`src/rtl/mem_req_ctrl_if.sv`:
```
// Request, response and memory-pin bundle for mem_req_ctrl.
// The master side is the requester/memory environment; the slave side is the controller.
interface mem_req_ctrl_if #(
   parameter int ADDR_WIDTH = 5,
   parameter int DATA_WIDTH = 8
);
   logic                  req_valid;
   logic                  req_ready;
   logic                  req_write;
   logic [ADDR_WIDTH-1:0] req_addr;
   logic [DATA_WIDTH-1:0] req_wdata;

   logic                  rsp_valid;
   logic                  rsp_ready;
   logic [ADDR_WIDTH-1:0] rsp_addr;
   logic [DATA_WIDTH-1:0] rsp_rdata;

   logic                  mem_read;
   logic                  mem_write;
   logic [ADDR_WIDTH-1:0] mem_addr;
   logic [DATA_WIDTH-1:0] mem_data_in;
   logic [DATA_WIDTH-1:0] mem_data_out;

   modport master (
      output req_valid, req_write, req_addr, req_wdata, rsp_ready, mem_data_out,
      input  req_ready, rsp_valid, rsp_addr, rsp_rdata,
      input  mem_read, mem_write, mem_addr, mem_data_in
   );

   modport slave (
      input  req_valid, req_write, req_addr, req_wdata, rsp_ready, mem_data_out,
      output req_ready, rsp_valid, rsp_addr, rsp_rdata,
      output mem_read, mem_write, mem_addr, mem_data_in
   );
endinterface

```
`src/rtl/mem_req_ctrl.sv`:
```
// Buffers single-beat read/write requests in a FIFO and replays them one at a time
// onto a 32 x 8 memory, with a recovery gap after every access.
module mem_req_ctrl #(
   parameter int ADDR_WIDTH   = 5,
   parameter int DATA_WIDTH   = 8,
   parameter int FIFO_DEPTH   = 4,
   parameter int READ_LATENCY = 1
) (
   input  logic          clk,
   input  logic          rst,
   mem_req_ctrl_if.slave bus,
   output logic          busy,
   output logic [7:0]    wr_count,
   output logic [7:0]    rd_count
);
   localparam int PTR_W   = $clog2(FIFO_DEPTH);
   localparam int CNT_W   = PTR_W + 1;
   localparam int ENTRY_W = 1 + ADDR_WIDTH + DATA_WIDTH;
   localparam logic [CNT_W-1:0] FULL_COUNT = CNT_W'(FIFO_DEPTH);
   localparam logic [2:0]       WAIT_LAST  = 3'(READ_LATENCY - 1);

   typedef enum logic [2:0] {
      IDLE,
      WRITE,
      READ,
      WAIT,
      RSP,
      GAP
   } state_t;

   state_t state;
   state_t next_state;

   logic [ENTRY_W-1:0]    fifo_mem [FIFO_DEPTH];
   logic [PTR_W-1:0]      wr_ptr;
   logic [PTR_W-1:0]      rd_ptr;
   logic [CNT_W-1:0]      fifo_count;
   logic                  fifo_empty;
   logic                  req_ready_int;
   logic                  push;
   logic                  pop;

   logic [ENTRY_W-1:0]    head_entry;
   logic                  head_write;
   logic [ADDR_WIDTH-1:0] head_addr;
   logic [DATA_WIDTH-1:0] head_wdata;

   logic                  mem_read_int;
   logic                  mem_write_int;
   logic                  rsp_valid_int;
   logic                  rsp_done;
   logic                  wait_done;
   logic [2:0]            wait_cnt;

   logic [ADDR_WIDTH-1:0] mem_addr_q;
   logic [DATA_WIDTH-1:0] mem_data_q;
   logic [ADDR_WIDTH-1:0] rsp_addr_q;
   logic [DATA_WIDTH-1:0] rsp_rdata_q;

   // Ready comes only from the registered count, so there is no valid-to-ready path.
   assign req_ready_int = (fifo_count != FULL_COUNT);
   assign fifo_empty    = (fifo_count == '0);
   assign push          = bus.req_valid && req_ready_int;

   assign head_entry = fifo_mem[rd_ptr];
   assign head_write = head_entry[ENTRY_W-1];
   assign head_addr  = head_entry[ENTRY_W-2 -: ADDR_WIDTH];
   assign head_wdata = head_entry[DATA_WIDTH-1:0];

   always_ff @(posedge clk) begin
      if (push) begin
         fifo_mem[wr_ptr] <= {bus.req_write, bus.req_addr, bus.req_wdata};
      end
   end

   always_ff @(posedge clk) begin
      if (rst) begin
         wr_ptr     <= '0;
         rd_ptr     <= '0;
         fifo_count <= '0;
      end else begin
         if (push) begin
            wr_ptr <= wr_ptr + PTR_W'(1);
         end
         if (pop) begin
            rd_ptr <= rd_ptr + PTR_W'(1);
         end
         if (push && !pop) begin
            fifo_count <= fifo_count + CNT_W'(1);
         end else if (pop && !push) begin
            fifo_count <= fifo_count - CNT_W'(1);
         end
      end
   end

   always_ff @(posedge clk) begin
      if (rst) begin
         state <= IDLE;
      end else begin
         state <= next_state;
      end
   end

   assign wait_done = (wait_cnt == WAIT_LAST);
   assign rsp_done  = rsp_valid_int && bus.rsp_ready;

   always_comb begin
      next_state = state;
      case (state)
         IDLE:    if (!fifo_empty) next_state = head_write ? WRITE : READ;
         WRITE:   next_state = GAP;
         READ:    next_state = WAIT;
         WAIT:    if (wait_done) next_state = RSP;
         RSP:     if (bus.rsp_ready) next_state = GAP;
         GAP:     next_state = IDLE;
         default: next_state = IDLE;
      endcase
   end

   always_comb begin
      mem_read_int  = 1'b0;
      mem_write_int = 1'b0;
      rsp_valid_int = 1'b0;
      pop           = 1'b0;
      case (state)
         IDLE:    pop = !fifo_empty;
         WRITE:   mem_write_int = 1'b1;
         READ:    mem_read_int = 1'b1;
         RSP:     rsp_valid_int = 1'b1;
         default: ;
      endcase
   end

   // Address/data registers only move on a pop or a read capture, so they hold between accesses.
   always_ff @(posedge clk) begin
      if (rst) begin
         mem_addr_q  <= '0;
         mem_data_q  <= '0;
         rsp_addr_q  <= '0;
         rsp_rdata_q <= '0;
         wait_cnt    <= '0;
         wr_count    <= '0;
         rd_count    <= '0;
      end else begin
         if (pop) begin
            mem_addr_q <= head_addr;
            mem_data_q <= head_wdata;
         end
         if (state == READ) begin
            wait_cnt <= '0;
         end else if (state == WAIT) begin
            wait_cnt <= wait_cnt + 3'd1;
         end
         if ((state == WAIT) && wait_done) begin
            rsp_addr_q  <= mem_addr_q;
            rsp_rdata_q <= bus.mem_data_out;
         end
         if ((state == WRITE) && (wr_count != 8'hFF)) begin
            wr_count <= wr_count + 8'd1;
         end
         if (rsp_done && (rd_count != 8'hFF)) begin
            rd_count <= rd_count + 8'd1;
         end
      end
   end

   assign bus.req_ready   = req_ready_int;
   assign bus.rsp_valid   = rsp_valid_int;
   assign bus.rsp_addr    = rsp_addr_q;
   assign bus.rsp_rdata   = rsp_rdata_q;
   assign bus.mem_read    = mem_read_int;
   assign bus.mem_write   = mem_write_int;
   assign bus.mem_addr    = mem_addr_q;
   assign bus.mem_data_in = mem_data_q;
   assign busy            = (state != IDLE) || !fifo_empty;
endmodule

```
`src/flat_wrapper.sv`:
```
// flat-port wrapper written by rule: the top's interface ports become plain ports
module mem_req_ctrl_flat 
#(
   parameter int ADDR_WIDTH   = 5,
   parameter int DATA_WIDTH   = 8,
   parameter int FIFO_DEPTH   = 4,
   parameter int READ_LATENCY = 1
)
  (clk, rst, busy, wr_count, rd_count, bus_req_valid, bus_req_write, bus_req_addr, bus_req_wdata, bus_rsp_ready, bus_mem_data_out, bus_req_ready, bus_rsp_valid, bus_rsp_addr, bus_rsp_rdata, bus_mem_read, bus_mem_write, bus_mem_addr, bus_mem_data_in);
  mem_req_ctrl_if #(.ADDR_WIDTH(ADDR_WIDTH), .DATA_WIDTH(DATA_WIDTH)) bus_i ();
  input  logic clk;
  input  logic rst;
  output logic busy;
  output logic [7:0] wr_count;
  output logic [7:0] rd_count;
  input wire logic [$bits(bus_i.req_valid)-1:0] bus_req_valid;
  input wire logic [$bits(bus_i.req_write)-1:0] bus_req_write;
  input wire logic [$bits(bus_i.req_addr)-1:0] bus_req_addr;
  input wire logic [$bits(bus_i.req_wdata)-1:0] bus_req_wdata;
  input wire logic [$bits(bus_i.rsp_ready)-1:0] bus_rsp_ready;
  input wire logic [$bits(bus_i.mem_data_out)-1:0] bus_mem_data_out;
  output wire logic [$bits(bus_i.req_ready)-1:0] bus_req_ready;
  output wire logic [$bits(bus_i.rsp_valid)-1:0] bus_rsp_valid;
  output wire logic [$bits(bus_i.rsp_addr)-1:0] bus_rsp_addr;
  output wire logic [$bits(bus_i.rsp_rdata)-1:0] bus_rsp_rdata;
  output wire logic [$bits(bus_i.mem_read)-1:0] bus_mem_read;
  output wire logic [$bits(bus_i.mem_write)-1:0] bus_mem_write;
  output wire logic [$bits(bus_i.mem_addr)-1:0] bus_mem_addr;
  output wire logic [$bits(bus_i.mem_data_in)-1:0] bus_mem_data_in;
  assign bus_i.req_valid = bus_req_valid;
  assign bus_i.req_write = bus_req_write;
  assign bus_i.req_addr = bus_req_addr;
  assign bus_i.req_wdata = bus_req_wdata;
  assign bus_i.rsp_ready = bus_rsp_ready;
  assign bus_i.mem_data_out = bus_mem_data_out;
  assign bus_req_ready = bus_i.req_ready;
  assign bus_rsp_valid = bus_i.rsp_valid;
  assign bus_rsp_addr = bus_i.rsp_addr;
  assign bus_rsp_rdata = bus_i.rsp_rdata;
  assign bus_mem_read = bus_i.mem_read;
  assign bus_mem_write = bus_i.mem_write;
  assign bus_mem_addr = bus_i.mem_addr;
  assign bus_mem_data_in = bus_i.mem_data_in;
  mem_req_ctrl #(.ADDR_WIDTH(ADDR_WIDTH), .DATA_WIDTH(DATA_WIDTH), .FIFO_DEPTH(FIFO_DEPTH), .READ_LATENCY(READ_LATENCY)) u_core (.clk(clk), .rst(rst), .bus(bus_i), .busy(busy), .wr_count(wr_count), .rd_count(rd_count));
endmodule
```
`config.mk`:
```
export PLATFORM = sky130hd
export DESIGN_NAME = mem_req_ctrl_flat
export DESIGN_NICKNAME = d
export VERILOG_FILES = /design/src/rtl/mem_req_ctrl_if.sv /design/src/rtl/mem_req_ctrl.sv /design/src/flat_wrapper.sv
export SDC_FILE = /design/constraint.sdc
export NUM_CORES = 1
export LEC_CHECK = 0
export CAP_MARGIN = 5
export CELL_PAD_IN_SITES_DETAIL_PLACEMENT = 0
export CELL_PAD_IN_SITES_GLOBAL_PLACEMENT = 1
export CORE_MARGIN = 2
export CORE_UTILIZATION = 46
export DETAILED_ROUTE_END_ITERATION = 8
export HOLD_SLACK_MARGIN = 0.05
export PLACE_DENSITY = 0.89
export SYNTH_ARGS = -nofsm -noshare
export SYNTH_HDL_FRONTEND = slang
export SYNTH_SLANG_ARGS = --single-unit
```
`constraint.sdc`:
```
create_clock -name clk -period 5.1 [get_ports clk]
set_clock_uncertainty 0.2 [all_clocks]
set_input_delay 0.51 -clock clk [delete_from_list [all_inputs] [get_ports clk]]
set_output_delay 0.51 -clock clk [all_outputs]
set_load 0.005 [all_outputs]
```
==> impl_table.tex <==
\begin{tabular}{lr}
\hline
Metric & Value \\
\hline
\multicolumn{2}{l}{\textbf{Synthesis}} \\
Mapped Nets & 397 \\
Share of the synthesized area in the top cell type & 37.4\% \\
YS warnings & 0 \\
Async set-or-reset flop fraction in the synthesized netlist & 0\% \\
Syn Inst Count & 361 \\
Sequential cell area fraction in the yosys report & 62.8\% \\
EDFF count, synth & 56 \\
Main synth FF type & sky130\_fd\_sc\_hd\_\_dfxtp\_1 \\
Flip-flop and latch count after synthesis & 113 \\
Top cells by count, synth & sky130\_fd\_sc\_hd\_\_dfxtp\_1 (57), sky130\_fd\_sc\_hd\_\_nand2\_1 (57), sky130\_fd\_sc\_hd\_\_edfxtp\_1 (56) \\
Post-synthesis area per instance & 12.5 um\^{}2 \\
Dominant cells by area after synthesis & sky130\_fd\_sc\_hd\_\_edfxtp\_1 (37\%), sky130\_fd\_sc\_hd\_\_dfxtp\_1 (25\%), sky130\_fd\_sc\_hd\_\_mux4\_2 (7.0\%), sky130\_fd\_sc\_hd\_\_nand2\_1 (4.8\%), sky130\_fd\_sc\_hd\_\_a21oi\_1 (3.4\%) \\
Number of distinct library cell variants in the gate-level netlist after synthesis & 49 \\
Total standard cell area after synthesis & 4500 um\^{}2 \\
Cell type contributing the most total cell area after synthesis & sky130\_fd\_sc\_hd\_\_edfxtp\_1 \\
\multicolumn{2}{l}{\textbf{Placed design}} \\
Post-Place Cell Area & 5280 um\^{}2 \\
RD Place Congestion & 0.774 \\
Port Buf Inserts & 72 \\
HPWL after DPL & 5.47 mm \\
\multicolumn{2}{l}{\textbf{Timing}} \\
Min cycle time layout & 3020 ps \\
Fin. max-slew vios & 0 \\
RSZ-0062 raised after global routing & false \\
Final count of hold timing violations & 0 \\
Worst hold slack & 252 ps \\
Slew HR & 31.8\% \\
Peak clock frequency supported by timing & 0.332 GHz \\
Share of the cycle needed by the critical path after routing & 59.1\% \\
TNS Setup & 0 ps \\
Total of endpoints with negative setup slack in the final report & 0 \\
Slew at the pin with the worst max-slew slack & 1020 ps \\
\multicolumn{2}{l}{\textbf{Die}} \\
Die Wd & 103 um \\
Placement Rows & 36 \\
Core footprint & 9640 um\^{}2 \\
Height of the chip & 103 um \\
Die area & 10600 um\^{}2 \\
Num ports & 73 \\
Initial core utilization & 46.7\% \\
\multicolumn{2}{l}{\textbf{Clock tree}} \\
Post-CTS setup buffers & 0 \\
TritonCTS buffer count & 17 \\
Clock H-tree levels & 4 \\
Clk root buf & sky130\_fd\_sc\_hd\_\_clkbuf\_8 \\
Buffers from clock root to sink, at most & 2 \\
Post-cts sizing count & 0 \\
Clock latency reported for the late side of the worst-skew pair & 510 ps \\
Number of sinks handled by clock tree synthesis & 113 \\
Clock tree from TritonCTS & done \\
Worst-path clk slew & 60 ps \\
Hold Buf Count CTS & 0 \\
\multicolumn{2}{l}{\textbf{Min path}} \\
Worst min path class & reg -> reg \\
Hold wc startpoint & u\_core.bus.rsp\_addr[2]\$\_SDFFE\_PP0P\_ \\
\multicolumn{2}{l}{\textbf{Setup path}} \\
Critical Path Source Type & flip-flop \\
Maximum net fanout on the critical path & 15 \\
Crit path launch & u\_core.state[0]\$\_SDFFE\_PP0P\_ \\
Critical Path AT & 3250 ps \\
Startpoint of the most critical register-to-register path & u\_core.state[0]\$\_SDFFE\_PP0P\_ \\
Path type of the worst setup path & reg -> reg \\
Critical Path End Type & flip-flop \\
Worst path required time & 5340 ps \\
\multicolumn{2}{l}{\textbf{Route}} \\
Residual DRC & 0 \\
Pre-Repair DR Iteration Count & 4 \\
Number of DRC violations after detailed-routing iteration 0 & 101 \\
Routed length per placed instance & 14.4 um \\
Total wire length & 8.39 mm \\
Vias per Instance & 5.04 \\
Vias after detailed routing & 2929 \\
Post-route ant nets & 0 \\
\multicolumn{2}{l}{\textbf{Final layout}} \\
Fillcell total & 785 \\
Antenna diode instance count & 0 \\
Syn-to-layout area delta & 30.2\% \\
Area taken by flip-flops and latches & 2820 um\^{}2 \\
Non-Filler Cell Area, Final & 5850 um\^{}2 \\
Final layout net count & 471 \\
Proportion of layout cells with a drive suffix above 1 & 12.1\% \\
Area occupied by multi-input gates & 1550 um\^{}2 \\
\multicolumn{2}{l}{\textbf{Global routing}} \\
Antenna violations before repair & 0 \\
Total overflow reported by the global router & 0 \\
Tot GR Track Use & 16.9\% \\
Pin count of the biggest net entering global routing & 59 \\
Number of global-route vias before repair & 2759 \\
First-pass GRT wire length & 13.2 mm \\
\multicolumn{2}{l}{\textbf{Power and ir drop}} \\
Total power density per cell area & 514 nW/um\^{}2 \\
Leakage power of the design & 2.04 nW \\
Maximum vdd drop & 317 uV \\
Post-layout total power & 3.01 mW \\
\multicolumn{2}{l}{\textbf{Run status}} \\
Result of the run & complete, no violations \\
\multicolumn{2}{l}{\textbf{Flow run}} \\
Maximum capacitance violations & 0 \\
\hline
\end{tabular}
-- power breakdown --
| group | internal (mW) | leakage, nW | total, mW | switching, mW |
|---|---|---|---|---|
| Clock | 0.669 | 0.280 | 1.13 | 0.459 |
| Sequential | 1.09 | 0.977 | 1.21 | 0.126 |
| Combinational | 0.356 | 0.782 | 0.672 | 0.316 |
| Total | 2.11 | 2.04 | 3.01 | 0.900 |
-- area by class of cell --
cell class / instances / area share (%)
sequential: 113 / 48.2
timing repair buffer: 72 / 12.2
clock buffer: 17 / 7.07
clock inverter: 15 / 2.71
tap: 133 / 2.84
multi-input combinational: 223 / 26.4
inverter: 8 / 0.534
-- path summary, 6_finish.rpt --
path	to	slack (ps)	depth (start not counted)
max	u_core.fifo_count[2]$_SDFFE_PP0P_	2080	9
min	u_core.bus.rsp_addr[2]$_SDFFE_PP0P_	250	2
max reg2reg	u_core.fifo_count[2]$_SDFFE_PP0P_	2080	9
min reg2reg	u_core.bus.rsp_addr[2]$_SDFFE_PP0P_	250	2
-- layout by cell type, fill, tap and decap left out, types with 7 or more instances in the layout --
| master | instances |
|---|---|
| sky130_fd_sc_hd__a21oi_1 | 31 |
| sky130_fd_sc_hd__clkbuf_16 | 16 |
| sky130_fd_sc_hd__clkdlybuf4s50_1 | 71 |
| sky130_fd_sc_hd__dfxtp_1 | 57 |
| sky130_fd_sc_hd__edfxtp_1 | 56 |
| sky130_fd_sc_hd__ha_1 | 9 |
| sky130_fd_sc_hd__inv_1 | 7 |
| sky130_fd_sc_hd__mux4_2 | 14 |
| sky130_fd_sc_hd__nand2_1 | 57 |
| sky130_fd_sc_hd__nand3_1 | 7 |
| sky130_fd_sc_hd__nor2_1 | 27 |
| sky130_fd_sc_hd__xor2_1 | 10 |
-- worst max-delay path, stage by stage, from the launching register on --
cell                       delay [ps]
sky130_fd_sc_hd__dfxtp_1          440
sky130_fd_sc_hd__nor3_1           340
sky130_fd_sc_hd__and2_1           530
sky130_fd_sc_hd__clkinv_2         330
sky130_fd_sc_hd__ha_1             310
sky130_fd_sc_hd__inv_1             80
sky130_fd_sc_hd__fa_1             180
sky130_fd_sc_hd__xor2_1            80
sky130_fd_sc_hd__or3_1            310
sky130_fd_sc_hd__a21oi_1          140
-- sequential cells by signal (all words and copies together) (netlist names), named ones only --
| register | count |
|---|---|
| u_core.fifo_mem | 56 |
| u_core.bus.mem_data_in | 8 |
| u_core.bus.rsp_rdata | 8 |
| u_core.rd_count | 8 |
| u_core.wr_count | 8 |
| u_core.bus.mem_addr | 5 |
| u_core.bus.rsp_addr | 5 |
| u_core.fifo_count | 3 |
| u_core.state | 3 |
| u_core.wait_cnt | 3 |
| u_core.rd_ptr | 2 |
| u_core.wr_ptr | 2 |
-- logic make-up (layout without fill, tap and decap cells) --
logic type	count (synthesis)	count (layout)	synth area share (%)
simple gates	128	128	13.7
xor+xnor	14	14	2.73
buf+inv	25	112	2.89
compound gates	51	51	6.57
fa+ha+maj	10	10	2.95
mux	20	20	8.40
flops	113	113	62.8
-- routing by layer --
layer | share of wire [%] | wire (um) | global-route usage, % | vias to the layer above
li1 | - | - | - | 1453
met1 | 46 | 3850 | 22.1 | 1400
met2 | 49 | 4080 | 26.0 | 66
met3 | 3.8 | 315 | 4.47 | 10
met4 | 1.6 | 137 | 8.60 | 0
met5 | 0 | 0 | 0 | -
-- through the flow --
stage                     instances  setup WS (ps)  util [%]
after global routing            581           1800      60.7
after global placement          549           2080      54.8
final                           581           2080      60.7
after detailed placement        549           1980      54.8
after floorplan                 361           2450         -
after CTS                       581           2070      60.7
Power figures use the tool's default switching activity.
